`config.mk`:
```
export PLATFORM = sky130hd
export DESIGN_NAME = imm_gen_pipe
export DESIGN_NICKNAME = d
export VERILOG_FILES = /design/src/rtl/imm_gen_pipe.sv
export SDC_FILE = /design/constraint.sdc
export NUM_CORES = 1
export LEC_CHECK = 0
export CAP_MARGIN = 10
export CORE_ASPECT_RATIO = 1.4
export CORE_MARGIN = 8
export CORE_UTILIZATION = 47
export CTS_BUF_LIST = sky130_fd_sc_hd__clkbuf_2 sky130_fd_sc_hd__clkbuf_4 sky130_fd_sc_hd__clkbuf_8
export DETAILED_ROUTE_END_ITERATION = 10
export PLACE_DENSITY = 0.79
export SLEW_MARGIN = 30
export SYNTH_ARGS = -nofsm -noshare
export SYNTH_HDL_FRONTEND = slang
export SYNTH_SLANG_ARGS = --single-unit
```
`constraint.sdc`:
```
create_clock -name clk -period 3.74 [get_ports clk]
set_clock_uncertainty 0.05 [all_clocks]
set_input_delay 0.935 -clock clk [delete_from_list [all_inputs] [get_ports clk]]
set_output_delay 0.935 -clock clk [all_outputs]
set_load 0.01 [all_outputs]
```
`src/rtl/imm_gen_pipe.sv`:
```
// Buffered RISC-V immediate generator: I/S/B/J/U decode into a DEPTH-entry output FIFO.
// Optional: define IMM_GEN_ZIMM_EN to decode imm_src 101 as a zero-extended CSR zimm.
module imm_gen_pipe #(
    parameter int XLEN  = 32,
    parameter int DEPTH = 2,
    parameter int CNT_W = 8
) (
    input  logic             clk,
    input  logic             rst_n,
    input  logic             in_valid,
    output logic             in_ready,
    input  logic [31:0]      instr,
    input  logic [2:0]       imm_src,
    output logic             out_valid,
    input  logic             out_ready,
    output logic [XLEN-1:0]  out_imm,
    output logic             out_illegal,
    output logic [CNT_W-1:0] illegal_cnt
);

    localparam int PTR_W = (DEPTH > 1) ? $clog2(DEPTH) : 1;
    localparam int CNT_FW = PTR_W + 1;
    localparam logic [CNT_FW-1:0] DEPTH_C = CNT_FW'(DEPTH);

    typedef enum logic [2:0] {
        SRC_I = 3'b000,
        SRC_S = 3'b001,
        SRC_B = 3'b010,
        SRC_J = 3'b011,
        SRC_U = 3'b100,
        SRC_Z = 3'b101
    } imm_src_e;

    logic [31:0]       imm32;
    logic [XLEN-1:0]   dec_imm;
    logic              dec_illegal;
    logic [31:0]       sign;
    logic              unused_opcode;

    logic [XLEN-1:0]   mem_imm [DEPTH];
    logic              mem_ill [DEPTH];
    logic [PTR_W-1:0]  wr_ptr;
    logic [PTR_W-1:0]  rd_ptr;
    logic [CNT_FW-1:0] count;
    logic              push;
    logic              pop;

    assign unused_opcode = ^instr[6:0];

    // Every format is built as a 32-bit value whose bit 31 carries the fill bit,
    // so one signed widening produces the XLEN result for both widths.
    always_comb begin
        sign        = {32{instr[31]}};
        imm32       = '0;
        dec_illegal = 1'b0;
        case (imm_src)
            SRC_I: imm32 = {sign[31:12], instr[31:20]};
            SRC_S: imm32 = {sign[31:12], instr[31:25], instr[11:7]};
            SRC_B: imm32 = {sign[31:13], instr[31], instr[7], instr[30:25], instr[11:8], 1'b0};
            SRC_J: imm32 = {sign[31:21], instr[31], instr[19:12], instr[20], instr[30:21], 1'b0};
            SRC_U: imm32 = {instr[31:12], 12'b0};
`ifdef IMM_GEN_ZIMM_EN
            SRC_Z: imm32 = {27'b0, instr[19:15]};
`endif
            default: begin
                imm32       = '0;
                dec_illegal = 1'b1;
            end
        endcase
    end

    assign dec_imm = XLEN'($signed(imm32));

    assign in_ready  = (count < DEPTH_C);
    assign out_valid = (count != '0);
    assign push      = in_valid && in_ready;
    assign pop       = out_valid && out_ready;

    always_ff @(posedge clk) begin
        if (!rst_n) begin
            wr_ptr <= '0;
            rd_ptr <= '0;
            count  <= '0;
        end else begin
            if (push) begin
                wr_ptr <= wr_ptr + 1'b1;
            end
            if (pop) begin
                rd_ptr <= rd_ptr + 1'b1;
            end
            case ({push, pop})
                2'b10:   count <= count + 1'b1;
                2'b01:   count <= count - 1'b1;
                default: count <= count;
            endcase
        end
    end

    // Storage is deliberately left unreset; out_valid gates what is visible.
    always_ff @(posedge clk) begin
        if (rst_n && push) begin
            mem_imm[wr_ptr] <= dec_imm;
            mem_ill[wr_ptr] <= dec_illegal;
        end
    end

    always_ff @(posedge clk) begin
        if (!rst_n) begin
            illegal_cnt <= '0;
        end else if (push && dec_illegal && (illegal_cnt != '1)) begin
            illegal_cnt <= illegal_cnt + 1'b1;
        end
    end

    assign out_imm     = out_valid ? mem_imm[rd_ptr] : '0;
    assign out_illegal = out_valid ? mem_ill[rd_ptr] : 1'b0;

endmodule

```
==> results of run 1 <==
[logic make-up after synthesis]
logic type / Yosys count / synth area share
mux: 40 / 0.114
buf+inv: 24 / 0.0281
flops: 79 / 0.637
xor+xnor: 7 / 0.0174
compound gates: 49 / 0.0889
fa+ha+maj: 2 / 0.00711
simple gates: 79 / 0.107
[worst min-delay path by stage]
stage	start	endpoint	slack, ns
after detailed placement	count[1]	count[1]	0.48
final	count[1]	count[1]	0.49
after global routing	illegal_cnt[3]	illegal_cnt[3]	0.54
after global placement	illegal_cnt[4]	illegal_cnt[4]	0.46
after floorplan	count[1]	count[1]	0.43
after CTS	count[1]	count[1]	0.49
[cells in the final DEF (no fill, tap or decap), types with 2 or more instances in the layout]
cell type | netlist | routed
nor4_1 | 2 | 2
mux2i_1 | 39 | 39
o21ai_0 | 3 | 3
clkbuf_8 | 0 | 9
bufinv_16 | 0 | 5
o22ai_1 | 8 | 8
xor2_1 | 5 | 5
clkdlybuf4s50_1 | 0 | 74
and2b_1 | 2 | 2
edfxtp_1 | 66 | 66
ha_1 | 2 | 2
clkinv_2 | 1 | 2
a21oi_1 | 21 | 21
nor3_1 | 3 | 2
nand4_1 | 2 | 2
inv_1 | 6 | 6
or3_1 | 3 | 3
nor2_1 | 45 | 44
a21o_1 | 11 | 11
nand3_1 | 4 | 4
buf_4 | 0 | 5
nor2b_1 | 8 | 8
xnor2_1 | 2 | 2
dfxtp_1 | 13 | 12
and3_1 | 2 | 2
and2_1 | 5 | 5
[state kept, by name, summed over array words and instances, names as in the netlist, named ones only]
name and count:
mem_imm 64, count 2, mem_ill 2, illegal_cnt 8, wr_ptr 1, rd_ptr 1
[metrics by stage]
| step | instances | area [um2] | total power, W | hold WS, ns |
|---|---|---|---|---|
| after floorplan | 280 | 3520 | 0.00168 | 0.430 |
| after global placement | 440 | 4380 | 0.00222 | 0.457 |
| after detailed placement | 440 | 4380 | 0.00224 | 0.476 |
| after CTS | 456 | 4660 | 0.00311 | 0.487 |
| after global routing | 456 | 4660 | 0.00323 | 0.539 |
| final | 456 | 4660 | 0.00308 | 0.491 |
[routing by layer]
| metal | wire length [um] | GRT usage | vias up |
|---|---|---|---|
| li1 | - | - | 1170 |
| met3 | 426 | 0.0492 | 6 |
| met1 | 3170 | 0.176 | 1152 |
| met2 | 4140 | 0.269 | 72 |
| met4 | 87 | 0.0585 | 0 |
| met5 | 0 | 0 | - |
[layout make-up]
cell class              count  area, um2
clock buffers               9        124
clock inverters             7        159
fillers                   584       2650
inverters                   7       27.5
multi-input cells         177       1190
flip-flops and latches     79       2240
well taps                  97        121
repair buffers             80        798
[synth_stat cells (all sizes together) (5+ instances only)]
cell	n
edfxtp	66
xor2	5
buf	7
clkbuf	10
nor2	45
nor2b	8
dfxtp	13
mux2i	39
a21oi	21
a21o	11
inv	6
o22ai	8
and2	5
[power groups by stage]
| stage | Clock, W | Sequential (W) | Combinational, W |
|---|---|---|---|
| 4_1_cts | 0.000883 | 0.00111 | 0.00112 |
| 5_1_grt | 0.000929 | 0.00112 | 0.00118 |
| 6_report | 0.000871 | 0.00111 | 0.00110 |
| 2_1_floorplan | 0 | 0.00112 | 0.000564 |
| 3_3_place_gp | 0 | 0.00112 | 0.00110 |
| 3_5_place_dp | 0 | 0.00113 | 0.00111 |
[tightest hold or removal path, delay by kind of cell, from the launching register on]
family / cells / cell delay, ns
compound gates: 2 / 0.15
flops: 1 / 0.35
==> reports/qor.yml, run 1 <==
layout.nets: 395
post_syn_nets: 321
cts_hold_buffers: 0
drive_gt1_frac: 0.0808
global_route.usage.total: 0.157
vias_per_cell: 5.26
io_pins: 82
vdd.ir_drop.worst_mv: 0.491
p_leak_nw: 1.67
timing_worst_slew_pin_value_ns: 0.858
min_delay_path_depth: 2
antenna_found_initial: 0
synth_area_mm2: 0.00352
postCtsResizedCells: 0
timing.critical_path.fanout_max: 33
worstReg2RegStart: "count[1]"
num_antenna_cells: 0
netlist_instances: 280
cap_viol_max_count: 0
root_buffer: "clkbuf_8"
ys.warnings.count: 0
cp.buffers_inverters: 2
area_of_the_die_mm2: 0.0105
grt-ovfl-total: 0
buffer_ports.inserted: 74
period_needed_ns: 3.05
drt_iter0_markers: 222
swShare: 0.286
cp_top_family: "buffers and inverters"
total_via_count_in_the_routed_design: 2400
finalMaxSlewViolations: 0
worstHoldPathType: "reg2reg"
wl_um: 7820
total_switching_power_w: 0.000879
worst-r2r-setup-slack_ns: 1.51
drt.antenna.violating_nets: 0
combinationalPowerShare: 0.357
clock_power_share: 0.283
setup-tns-final_ns: 0
total_of_flip_flops_plus_latches_after_synthesis: 79
cp_data_required_time_ns: 2.75
core_mm2: 0.00731
synthesized_area_divided_by_synthesized_cell_count_um2: 12.6
critical_path.endpoint: "out_imm[26]"
layout.core_utilization: 0.638
seq_power_share: 0.360
ff2ff_path_depth: 7
average_detailed_routed_wire_length_per_instance_um: 17.2
leading_area_contributor_after_synthesis: "edfxtp_1"
die-width_um: 89.1
cts_tree: "built"
drt_first_pass_iters: 4
clkSlewWorstSetupHoldPaths_ns: 0.07
die_h_um: 118
critPathLaunchType: "register"
cpPeakStageDelay_ns: 0.58
synthToLayoutAreaGrowth_pct: 32.6
grt_start_max_net_pins: 34
synth_top_cells_by_area: "edfxtp_1 (56%), mux2i_1 (11%), dfxtp_1 (7.4%)"
synth_enable_flop_cells: 66
timing.critical_path.to_type: "primary output"
internal_power_w: 0.00220
setup_viol_count_final: 0
crit_path_setup_slack_layout_ns: 0.695
max-slew-margin-rel: 0.427
hpwlAfterDp_um: 5490
cts-buffers-inserted: 9
clk_path_buf_depth: 2
htree_num_levels: 3
synth_top_area_frac: 0.563
worstSetupPathType: "reg2out"
postCtsSetupRepairBufs: 0
synth-seq-area-share: 0.637
routability_congestion_estimate: 0.787
grt_pass1_vias: 2501
worstSetupPathDepth: 4
ys.flop_type: "edfxtp_1"
drcViolationCount: 0
grt_setup_unrepaired: "no"
fmax_ghz: 0.328
worstPathCellList: "buf_4 > mux2i_1 > nor2_1 > clkdlybuf4s50_1"
critPathArrivalTime_ns: 2.06
layout_worst_path_cycle_share: 0.814
post_synth_num_cell_types: 35
initial_core_util: 0.481
worst_r2r_endpoint: "count[1]"
wire_length_of_the_first_global_routing_pass_um: 12600
worst_skew_pair.late_latency_ns: 0.34
p_per_area_mw_per_mm2: 660
dpl_worst_slack_ns: 0.655
outcome: "complete, no violations"
floorplan.rows: 37
critical_path.slowest_cell: "clkdlybuf4s50_1"
hold_viol: 0
synth_async_sr_flop_share: 0
cts.sink_count: 79
Power figures use the tool's default switching activity.
==> run 2, diff against run 1 <==
--- a/config.mk
+++ b/config.mk
@@ -8,10 +8,10 @@
 export CAP_MARGIN = 10
 export CORE_ASPECT_RATIO = 1.4
 export CORE_MARGIN = 8
-export CORE_UTILIZATION = 47
+export CORE_UTILIZATION = 50
 export CTS_BUF_LIST = sky130_fd_sc_hd__clkbuf_2 sky130_fd_sc_hd__clkbuf_4 sky130_fd_sc_hd__clkbuf_8
 export DETAILED_ROUTE_END_ITERATION = 10
-export PLACE_DENSITY = 0.79
+export PLACE_DENSITY = 0.8
 export SLEW_MARGIN = 30
 export SYNTH_ARGS = -nofsm -noshare
 export SYNTH_HDL_FRONTEND = slang
==> constraint.sdc (replaced) <==
create_clock -name clk -period 3.1 [get_ports clk]
set_clock_uncertainty 0.05 [all_clocks]
set_input_delay 0.775 -clock clk [delete_from_list [all_inputs] [get_ports clk]]
set_output_delay 0.775 -clock clk [all_outputs]
set_load 0.01 [all_outputs]
==> run 2 against run 1 <==
Clock-buffer cell count unchanged; cell count is 0.22% higher; sequential share of layout area grew 0.53 points; flip-flop and latch count unchanged; final area fell by 1.1%; hold slack gained 0.0093 ns; utilization rose by 3.2 points; register-to-register slack got worse by 0.48 ns.
==> reports/qor.yml, run 2 (synthesis results as in run 1) <==
outcome: "complete, no violations"
num-fill-cells: 527
flip_flop_count_of_the_largest_register_after_layout: 64
average_detailed_routed_wire_length_per_instance_um: 17.0
drive_gt1_frac: 0.0884
drt_iter0_markers: 218
cap_viol_max_count: 0
core_mm2: 0.00689
layout.core_utilization: 0.669
cts.sink_count: 79
final_common_cell: "clkdlybuf4s50_1"
worstHoldPathType: "reg2reg"
cts_hold_buffers: 0
instances_no_fill: 457
worstReg2RegStart: "count[1]"
dpl_worst_slack_ns: 0.451
timing.critical_path.fanout_max: 25
fmax_ghz: 0.378
total_via_count_in_the_routed_design: 2435
timing_worst_slew_pin_value_ns: 0.735
vias_per_cell: 5.33
mostFrequentLayoutCells: "clkdlybuf4s50_1 (74), edfxtp_1 (66), nor2_1 (44)"
timing.critical_path.to_type: "primary output"
p_per_area_mw_per_mm2: 750
drt_first_pass_iters: 5
cts_tree: "built"
routability_congestion_estimate: 0.836
htree_num_levels: 3
multi_input_comb_area_mm2: 0.00119
floorplan.rows: 36
grt_start_max_net_pins: 34
layout_worst_path_cycle_share: 0.853
critPathArrivalTime_ns: 1.82
seqCellArea_mm2: 0.00224
drt.antenna.violating_nets: 0
drcViolationCount: 0
layout.nets: 398
worst_r2r_endpoint: "count[1]"
die_h_um: 115
clkSlewWorstSetupHoldPaths_ns: 0.08
hold_viol: 0
period_needed_ns: 2.65
worstSetupPathType: "reg2out"
grt_setup_unrepaired: "no"
min_delay_path_depth: 2
num_antenna_cells: 0
buffer_ports.inserted: 74
synthToLayoutAreaGrowth_pct: 31.1
die-width_um: 86.9
worst-r2r-setup-slack_ns: 1.03
finalHoldWorstSlack_ns: 0.500
postCtsResizedCells: 0
initial_core_util: 0.511
setup-tns-final_ns: 0
finalMaxSlewViolations: 0
antenna_found_initial: 0
root_buffer: "clkbuf_8"
grt_pass1_vias: 2547
postCtsSetupRepairBufs: 0
setup_viol_count_final: 0
max-slew-margin-rel: 0.509
worst_skew_pair.late_latency_ns: 0.35
crit_path_setup_slack_layout_ns: 0.455
wire_length_of_the_first_global_routing_pass_um: 12400
ff2ff_path_depth: 7
top_register: "mem_imm"
vdd.ir_drop.worst_mv: 0.573
wl_um: 7770
hold_path_origin: "illegal_cnt[3]"
hpwlAfterDp_um: 5500
global_route.usage.total: 0.163
reg.largest.list: "mem_imm: 64 flops, illegal_cnt: 8 flops"
grt-ovfl-total: 0
clk_path_buf_depth: 2
io_pins: 82
cp_data_required_time_ns: 2.27
cts-buffers-inserted: 9
area_of_the_die_mm2: 0.0100
timing.hold.worst_endpoint: "illegal_cnt[3]"
critPathLaunchType: "register"
p_leak_nw: 1.65
place_inst: 441
## run 2: cell types whose count changed in the layout (fill, tap and decap cells not counted)
cell and delta:
buf_4 +3, bufinv_16 -3, clkinv_2 +2, clkinv_4 +1
## run 2: cell type report
class | count | share of cell area
Sequential cell | 79 | 0.486
Multi-Input combinational cell | 177 | 0.258
Timing Repair Buffer | 83 | 0.178
Clock buffer | 9 | 0.0269
Tap cell | 95 | 0.0258
Clock inverter | 7 | 0.0190
Inverter | 7 | 0.00597
## run 2: through the flow
step	instance area [um2]	power, W
after global placement	4400	0.00267
after global routing	4610	0.00363
after floorplan	3520	0.00203
after CTS	4610	0.00349
after detailed placement	4400	0.00269
final	4610	0.00346
## run 2: worst max-delay path, cell delays in order, from the launching register on
cell and delay [ns]:
dfxtp_1 0.42, nor2_2 0.07, buf_4 0.22, nor2_1 0.19, clkdlybuf4s50_1 0.57
## run 2: report_power, final
part           total (W)  switching (W)  leakage (nW)  internal, W
registers        0.00134      0.0000538         0.722      0.00129
clock network   0.000806       0.000359         0.110     0.000447
logic            0.00131       0.000643         0.818     0.000669
total            0.00346        0.00106          1.65      0.00241
## run 2: how the worst max path moves through the flow
stage | from | end | slack, ns | cells past startpoint
floorplan | rst_n | mem_ill[0] | 0.27 | 3
global placement | imm_src[1] | mem_imm[0][28] | 0.49 | 4
detailed placement | imm_src[1] | mem_imm[0][25] | 0.45 | 4
CTS | count[1] | out_imm[22] | 0.44 | 4
global route | count[1] | out_imm[22] | 0.37 | 4
finish | count[1] | out_imm[22] | 0.45 | 4
## run 2: per-layer routing
| layer | up-vias | GRT usage | part of all wire |
|---|---|---|---|
| met5 | - | 0 | 0 |
| li1 | 1176 | - | - |
| met3 | 17 | 0.0308 | 0.049 |
| met4 | 0 | 0.106 | 0.030 |
| met1 | 1166 | 0.174 | 0.40 |
| met2 | 76 | 0.286 | 0.52 |
